==> src/rtl/sha256_pkg.sv <==
// Shared SHA-256 constants, FSM states and schedule helper functions.
package sha256_pkg;

    localparam int SHA256_ROUNDS    = 64;
    localparam int SHA256_BLK_WORDS = 16;

    typedef enum logic [1:0] {
        IDLE,
        LOAD,
        EXPAND
    } state_e;

    function automatic logic [31:0] rotr32(
        input logic [31:0] x,
        input int unsigned n
    );
        return (x >> n) | (x << (32 - n));
    endfunction

    function automatic logic [31:0] sigma0_256(input logic [31:0] x);
        return rotr32(x, 7) ^ rotr32(x, 18) ^ (x >> 3);
    endfunction

    function automatic logic [31:0] sigma1_256(input logic [31:0] x);
        return rotr32(x, 17) ^ rotr32(x, 19) ^ (x >> 10);
    endfunction

endpackage

==> src/rtl/sha256_w_expand.sv <==
// Combinational SHA-256 schedule expansion from a 16-word window.
module sha256_w_expand
    import sha256_pkg::*;
(
    input  logic [31:0] w0_i,
    input  logic [31:0] w1_i,
    input  logic [31:0] w9_i,
    input  logic [31:0] w14_i,
    output logic [31:0] val_o
);

    assign val_o = sigma1_256(w14_i) + w9_i + sigma0_256(w1_i) + w0_i;

endmodule

==> src/rtl/sha256_sched_seq.sv <==
// SHA-256 message schedule sequencer: loads 16 words per block, expands
// to 64, and streams them through a registered valid/ready output.
module sha256_sched_seq
    import sha256_pkg::*;
#(
    parameter int DATA_W = 32,
    parameter int NBLK_W = 16
) (
    input  logic              clk,
    input  logic              rst,
    input  logic              run,
    input  logic [NBLK_W-1:0] nblocks,
    output logic              done,
    input  logic              in_valid,
    output logic              in_ready,
    input  logic [DATA_W-1:0] in_data,
    output logic              out_valid,
    input  logic              out_ready,
    output logic [DATA_W-1:0] out_data,
    output logic [5:0]        out_idx,
    output logic              out_wlast,
    output logic              out_blast
);

    state_e            state_q, state_d;
    logic [5:0]        t_q, t_d;
    logic [NBLK_W-1:0] blk_q, blk_d;
    logic [DATA_W-1:0] w_q [SHA256_BLK_WORDS];

    logic              out_valid_q;
    logic [DATA_W-1:0] out_data_q;
    logic [5:0]        out_idx_q;
    logic              out_wlast_q;
    logic              out_blast_q;

    logic              adv;
    logic              issue;
    logic [DATA_W-1:0] val;
    logic [DATA_W-1:0] word;

    sha256_w_expand u_expand (
        .w0_i  (w_q[0]),
        .w1_i  (w_q[1]),
        .w9_i  (w_q[9]),
        .w14_i (w_q[14]),
        .val_o (val)
    );

    assign adv      = !out_valid_q || out_ready;
    assign in_ready = (state_q == LOAD) && adv;
    assign issue    = adv && ((state_q == LOAD && in_valid) || state_q == EXPAND);
    assign word     = (state_q == LOAD) ? in_data : val;
    assign done     = (state_q == IDLE);

    always_comb begin
        state_d = state_q;
        t_d     = t_q;
        blk_d   = blk_q;
        if (issue) t_d = t_q + 6'd1;
        unique case (state_q)
            IDLE: begin
                if (run && nblocks != '0) begin
                    state_d = LOAD;
                    t_d     = '0;
                    blk_d   = nblocks;
                end
            end
            LOAD: begin
                if (issue && t_q == 6'(SHA256_BLK_WORDS - 1)) state_d = EXPAND;
            end
            EXPAND: begin
                if (issue && t_q == 6'(SHA256_ROUNDS - 1)) begin
                    blk_d   = blk_q - 1'b1;
                    state_d = (blk_q > NBLK_W'(1)) ? LOAD : IDLE;
                end
            end
            default: state_d = IDLE;
        endcase
    end

    always_ff @(posedge clk) begin
        if (rst) begin
            state_q     <= IDLE;
            t_q         <= '0;
            blk_q       <= '0;
            out_valid_q <= 1'b0;
            out_data_q  <= '0;
            out_idx_q   <= '0;
            out_wlast_q <= 1'b0;
            out_blast_q <= 1'b0;
            for (int i = 0; i < SHA256_BLK_WORDS; i++) w_q[i] <= '0;
        end else begin
            state_q <= state_d;
            t_q     <= t_d;
            blk_q   <= blk_d;
            if (issue) begin
                out_valid_q <= 1'b1;
                out_data_q  <= word;
                out_idx_q   <= t_q;
                out_wlast_q <= (t_q == 6'd63);
                out_blast_q <= (t_q == 6'd63) && (blk_q == NBLK_W'(1));
                for (int i = 0; i < SHA256_BLK_WORDS - 1; i++) w_q[i] <= w_q[i+1];
                w_q[SHA256_BLK_WORDS-1] <= word;
            end else if (adv) begin
                out_valid_q <= 1'b0;
            end
        end
    end

    assign out_valid = out_valid_q;
    assign out_data  = out_data_q;
    assign out_idx   = out_idx_q;
    assign out_wlast = out_wlast_q;
    assign out_blast = out_blast_q;

endmodule

==> config.mk <==
export PLATFORM = sky130hd
export DESIGN_NAME = sha256_sched_seq
export DESIGN_NICKNAME = d
export VERILOG_FILES = /design/src/rtl/sha256_pkg.sv /design/src/rtl/sha256_w_expand.sv /design/src/rtl/sha256_sched_seq.sv
export SDC_FILE = /design/constraint.sdc
export NUM_CORES = 1
export LEC_CHECK = 0
export CORE_MARGIN = 1.5
export CORE_UTILIZATION = 50
export DETAILED_ROUTE_END_ITERATION = 10
export PLACE_DENSITY = 0.7
export SETUP_SLACK_MARGIN = 0.5
export SKIP_LAST_GASP = 1
export SYNTH_ARGS = -nofsm -noshare
export SYNTH_HDL_FRONTEND = slang
export SYNTH_SLANG_ARGS = --single-unit
==> constraint.sdc <==
create_clock -name clk -period 15.3 [get_ports clk]
set_input_delay 4.59 -clock clk [delete_from_list [all_inputs] [get_ports clk]]
set_output_delay 4.59 -clock clk [all_outputs]
set_load 0.02 [all_outputs]
After elaboration in Yosys (flattened, before gate mapping)
Memories as Yosys holds them, arrays and structs flattened. Cells that the tools add are included.

Flip-flop bits (word level): 65. Bits in writable memories: 512. Input bits: 53. Memories kept: 1.

Add/sub/neg operators: 5. Order comparisons: 1. Eq/ne operators: 8. Multiplexer cells: 35. Bitwise gates (word level): 24. Reduce and logical (&&, ||, !) cells: 16.

Memory list: w_q (words 16, width 32, rd ports 16, clocked after memory_dff 0, wr ports 16, RTL line sha256_sched_seq.sv:28) `logic [DATA_W-1:0] w_q [SHA256_BLK_WORDS];`.

Operators by type and width (count): $mux 32 (17); $add 32x32->32 (3); $xor 32x32->32 (2); $mux 16 (2); $or 13x32->32 (1); $or 14x32->32 (1); $or 15x32->32 (1); $or 25x32->32 (1); $pmux 16 s2 (1); $xor 32x22->32 (1); $xor 32x29->32 (1); $mux 6 (3); $eq 16x1->1 const B (1); $gt 16x1->1 const B (1); $or 1x1->1 (16); $reduce_bool 16->1 (1); $sub 16x1->16 const B (1); $mux 1 (8); $logic_and 1x1->1 (7); $add 6x1->6 const B (1); $eq 6x4->1 const B (1); $eq 6x6->1 const B (1); $mux 2 (3); $ne 2x1->1 const B (3); other kinds (8) (11).

Longest topological paths before layout
Depth after elaboration: 8. Mapped depth: 17. Depth with buffers taken out: 17.

Cells and area by module
A second synthesis with hierarchy kept.

Cell total of the unflattened synthesis: 2018. Area total of the unflattened synthesis: 26447.9 sq um.

Modules (own cells, without submodules): sha256_sched_seq (times used 1, cells an instance 1493, area each 21999.8 sq um, seq. area each 16676.0 sq um); sha256_w_expand (times used 1, cells an instance 525, area each 4448.0 sq um, seq. area each 0.0 sq um).

Worst setup path after synthesis
No wires, ideal clock.

Path kind: input-to-reg. Start: in out_ready. End: mem w_q[0][0] (enable). Setup time: 0.858 ns. Arrival time: 15.344 ns. Setup slack: -0.902 ns. Stages: 6. Path through: nor2b_1 > nor2_1 > clkbuf_1 > clkbuf_1 > nor2_1 > inv_1.

RTL lines: from (decl) (RTL line sha256_sched_seq.sv:18) `input logic out_ready,`; to (decl) (RTL line sha256_sched_seq.sv:28).

Worst setup path after layout
Start: in out_ready. End: out in_ready.

Longest elaborated chain between the ends: 2.

RTL lines: $logic_or 1x1->1 (RTL line sha256_sched_seq.sv:49) `assign adv = !out_valid_q || out_ready;`; $logic_and 1x1->1 (RTL line sha256_sched_seq.sv:50) `assign in_ready = (state_q == LOAD) && adv;`; to (decl) (RTL line sha256_sched_seq.sv:15) `output logic in_ready,`.

No other way between the ends.

==> metrics <==
Worst Max-Slew Pin Slew 1.26 ns; CTS tree built; post-synth top area share 58.0%; # DRC 0; Hold Path Depth 2; Post-CTS Setup Repair Bufs 0; Tcrit/Tclk final 69.8%; minimum clock period 10.68 ns; cell count after synthesis 2063; mapped cell area 0.0265 mm²; Die Y 233 µm; Register-to-Register Path Depth 17; FMAX 0.0936 GHz; cts repair resizes 0; clk_lat worst skew 0.62 ns; DR vias/cell 5.29; CTS buffer count 59; M3 GR Usage 5.20%; vias in the first global route 14800; final setup violation count 0; GRT Overall Usage 21.5%; initial antenna violation count 3; sequential element share of the synthesized area 62.9%; crit path max fanout 5; met2 usage in global routing 32.7%; Synth Flop Type edfxtp_1; DR pass1 iterations 6; total negative slack 0 ns; detailed router's first-iteration violation count 1215; Row Count 84; Slew HR 16.2%; largest net degree at the start of global routing 284; syn nets 2212; Slew Limit Fails 0; startpoint types input pin; max cap viols 0; hpwl dp 37500 µm; GRT overflow 0; share of layout cells above drive strength 1 5.56%; R2R Setup Slk 10.22 ns; Synth cell types 62; commonest non-fill, non-tap cells in the layout edfxtp_1 (512), and2_1 (323), nor2b_1 (168), inv_1 (154), xnor2_1 (122); HP Class register to register; first-pass GRT wire length 87300 µm; Post-DRT Antenna Nets 0; Clock Pin Slew Worst Setup and Hold Paths 0.06 ns; GR Layer Usage met1 30.5%; critical path depth 4; CTS H-tree depth 2; Crit path max-delay family buffers and inverters; Die ar. 0.0544 mm²; total power 5860 µW; maximum VDD drop 0.169 mV; Setup Skew 0.0266 ns; CTS Hold Bufs 0; Crit-path slowest cell clkdlybuf4s50_1; io pins 96; CP Data Arrival Time 6.09 ns; CP Cell Sequence clkdlybuf4s50_1 -> nor2b_1 -> nor2_1 -> clkdlybuf4s50_1; post-DR wirelength/cell 19.8 µm; fin util 57.2%; Die Span X 233 µm; PD cells 195 mW/mm²; P&R area growth vs syn 13.2%; total number of vias 15200; asr flop ratio synth 0%; total core area 0.0524 mm²; Worst path max stage delay 0.56 ns; Clock Tree Buf Depth 3; IO Port Bufs 95; busiest layer in global routing met2; Avg Cell Area, Syn 12.8 µm²; unrepaired setup endpoints after global routing false; clk root buf clkbuf_16; Clock Sink Count 577; fillers 4233; Static Leak 0.0113 µW; drt total wl 56700 µm; synth warn 0; worst path buffer plus inverter count 2; critical path class input pin to output port; Post-synth EDFFs 512; status completed; Synth area leaders edfxtp_1 (58%), and2_1 (7.6%), dfxtp_1 (4.9%); Fin. Hold Viols 0; CP endpoint kind output port; GP Congestion 0.863; fin nets 2278; Crit path top cell by count clkdlybuf4s50_1; Yosys reg bits 577; commonest non-fill, non-tap cell in the layout edfxtp_1; post-synth top area cell edfxtp_1; Initial Utilization 50.5%; Critical Path RT 10.71 ns
-- report_power, final --
part           switching (µW)  internal (µW)  leakage [µW]
Sequential                113           1930       0.00591
Clock                     600            839      0.000940
Combinational            1490            890       0.00448
-- per-layer routing --
layer | up-vias | routed length (µm)
met2 | 382 | 26100
met1 | 7521 | 25200
met4 | 0 | 1400
met3 | 83 | 3990
met5 | - | 0
li1 | 7164 | -
-- sequential cells by signal, indices dropped and copies added (netlist names) --
name	count
blk_q	16
out_blast	1
out_data	32
out_idx	6
out_valid	1
out_wlast	1
state_q	2
t_q	6
w_q	512
-- metrics by stage --
| step | hold WS, ns | cell area (µm²) | instances | setup slack, ns |
|---|---|---|---|---|
| after floorplan | 0.462 | 26500 | 2063 | 1.52 |
| after global placement | 0.441 | 28100 | 2756 | 4.60 |
| after detailed placement | 0.451 | 28100 | 2756 | 4.61 |
| after CTS | 0.458 | 30000 | 2863 | 4.62 |
| after global routing | 0.478 | 30000 | 2865 | 4.53 |
| final | 0.456 | 30000 | 2865 | 4.62 |
-- worst min-delay path, stage by stage, from the launching register on --
cell     delay (ns)
dfxtp_1        0.31
nand2_1        0.05
a21oi_1        0.05
-- cells by family (layout without fill, tap and decap cells) --
logic type / after synthesis / count (layout) / synth area share (%)
xor gates and xnor gates: 147 / 147 / 4.86
buffers and inverters: 255 / 367 / 3.67
adders and majority gates: 96 / 96 / 6.29
and+or+nand+nor: 757 / 757 / 16.2
muxes: 11 / 11 / 0.425
DFF: 577 / 577 / 62.9
other: 0 / 2 / 0
AOI/OAI and AO/OA: 220 / 220 / 5.62
-- cells in the mapped netlist, drive strengths merged, types with 6 or more instances --
cell,n
and3,7
nor2,102
edfxtp,512
inv,155
a22oi,9
nand3b,7
dfxtp,65
fa,62
mux2i,9
o21bai,6
nand4,11
clkbuf,84
nor3,13
a21o,13
buf,16
a21oi,56
nor2b,169
nand3,17
xnor2,122
nand2b,6
nand2,74
nor4,12
xor2,25
and2,323
a31oi,8
o21ai,52
a211oi,30
a2111oi,8
ha,34
-- path summary, 6_finish.rpt --
| check | from | to |
|---|---|---|
| max reg2reg | w_q[0][40] | w_q[1][251] |
| min reg2reg | out_idx[3] | out_idx[3] |
| min | out_idx[3] | out_idx[3] |
| max | out_ready | in_ready |
-- layout make-up --
cell class	count	area, µm²	area share [%]
Sequential cell	577	16700	55.6
Multi-Input combinational cell	1231	8870	29.6
Clock buffer	65	1540	5.14
Timing Repair Buffer	105	1070	3.56
Tap cell	688	861	2.87
Inverter	155	586	1.95
Clock inverter	42	387	1.29
Antenna cell	2	5.00	0.0167
Note: power is estimated with default switching activity, not from simulation.
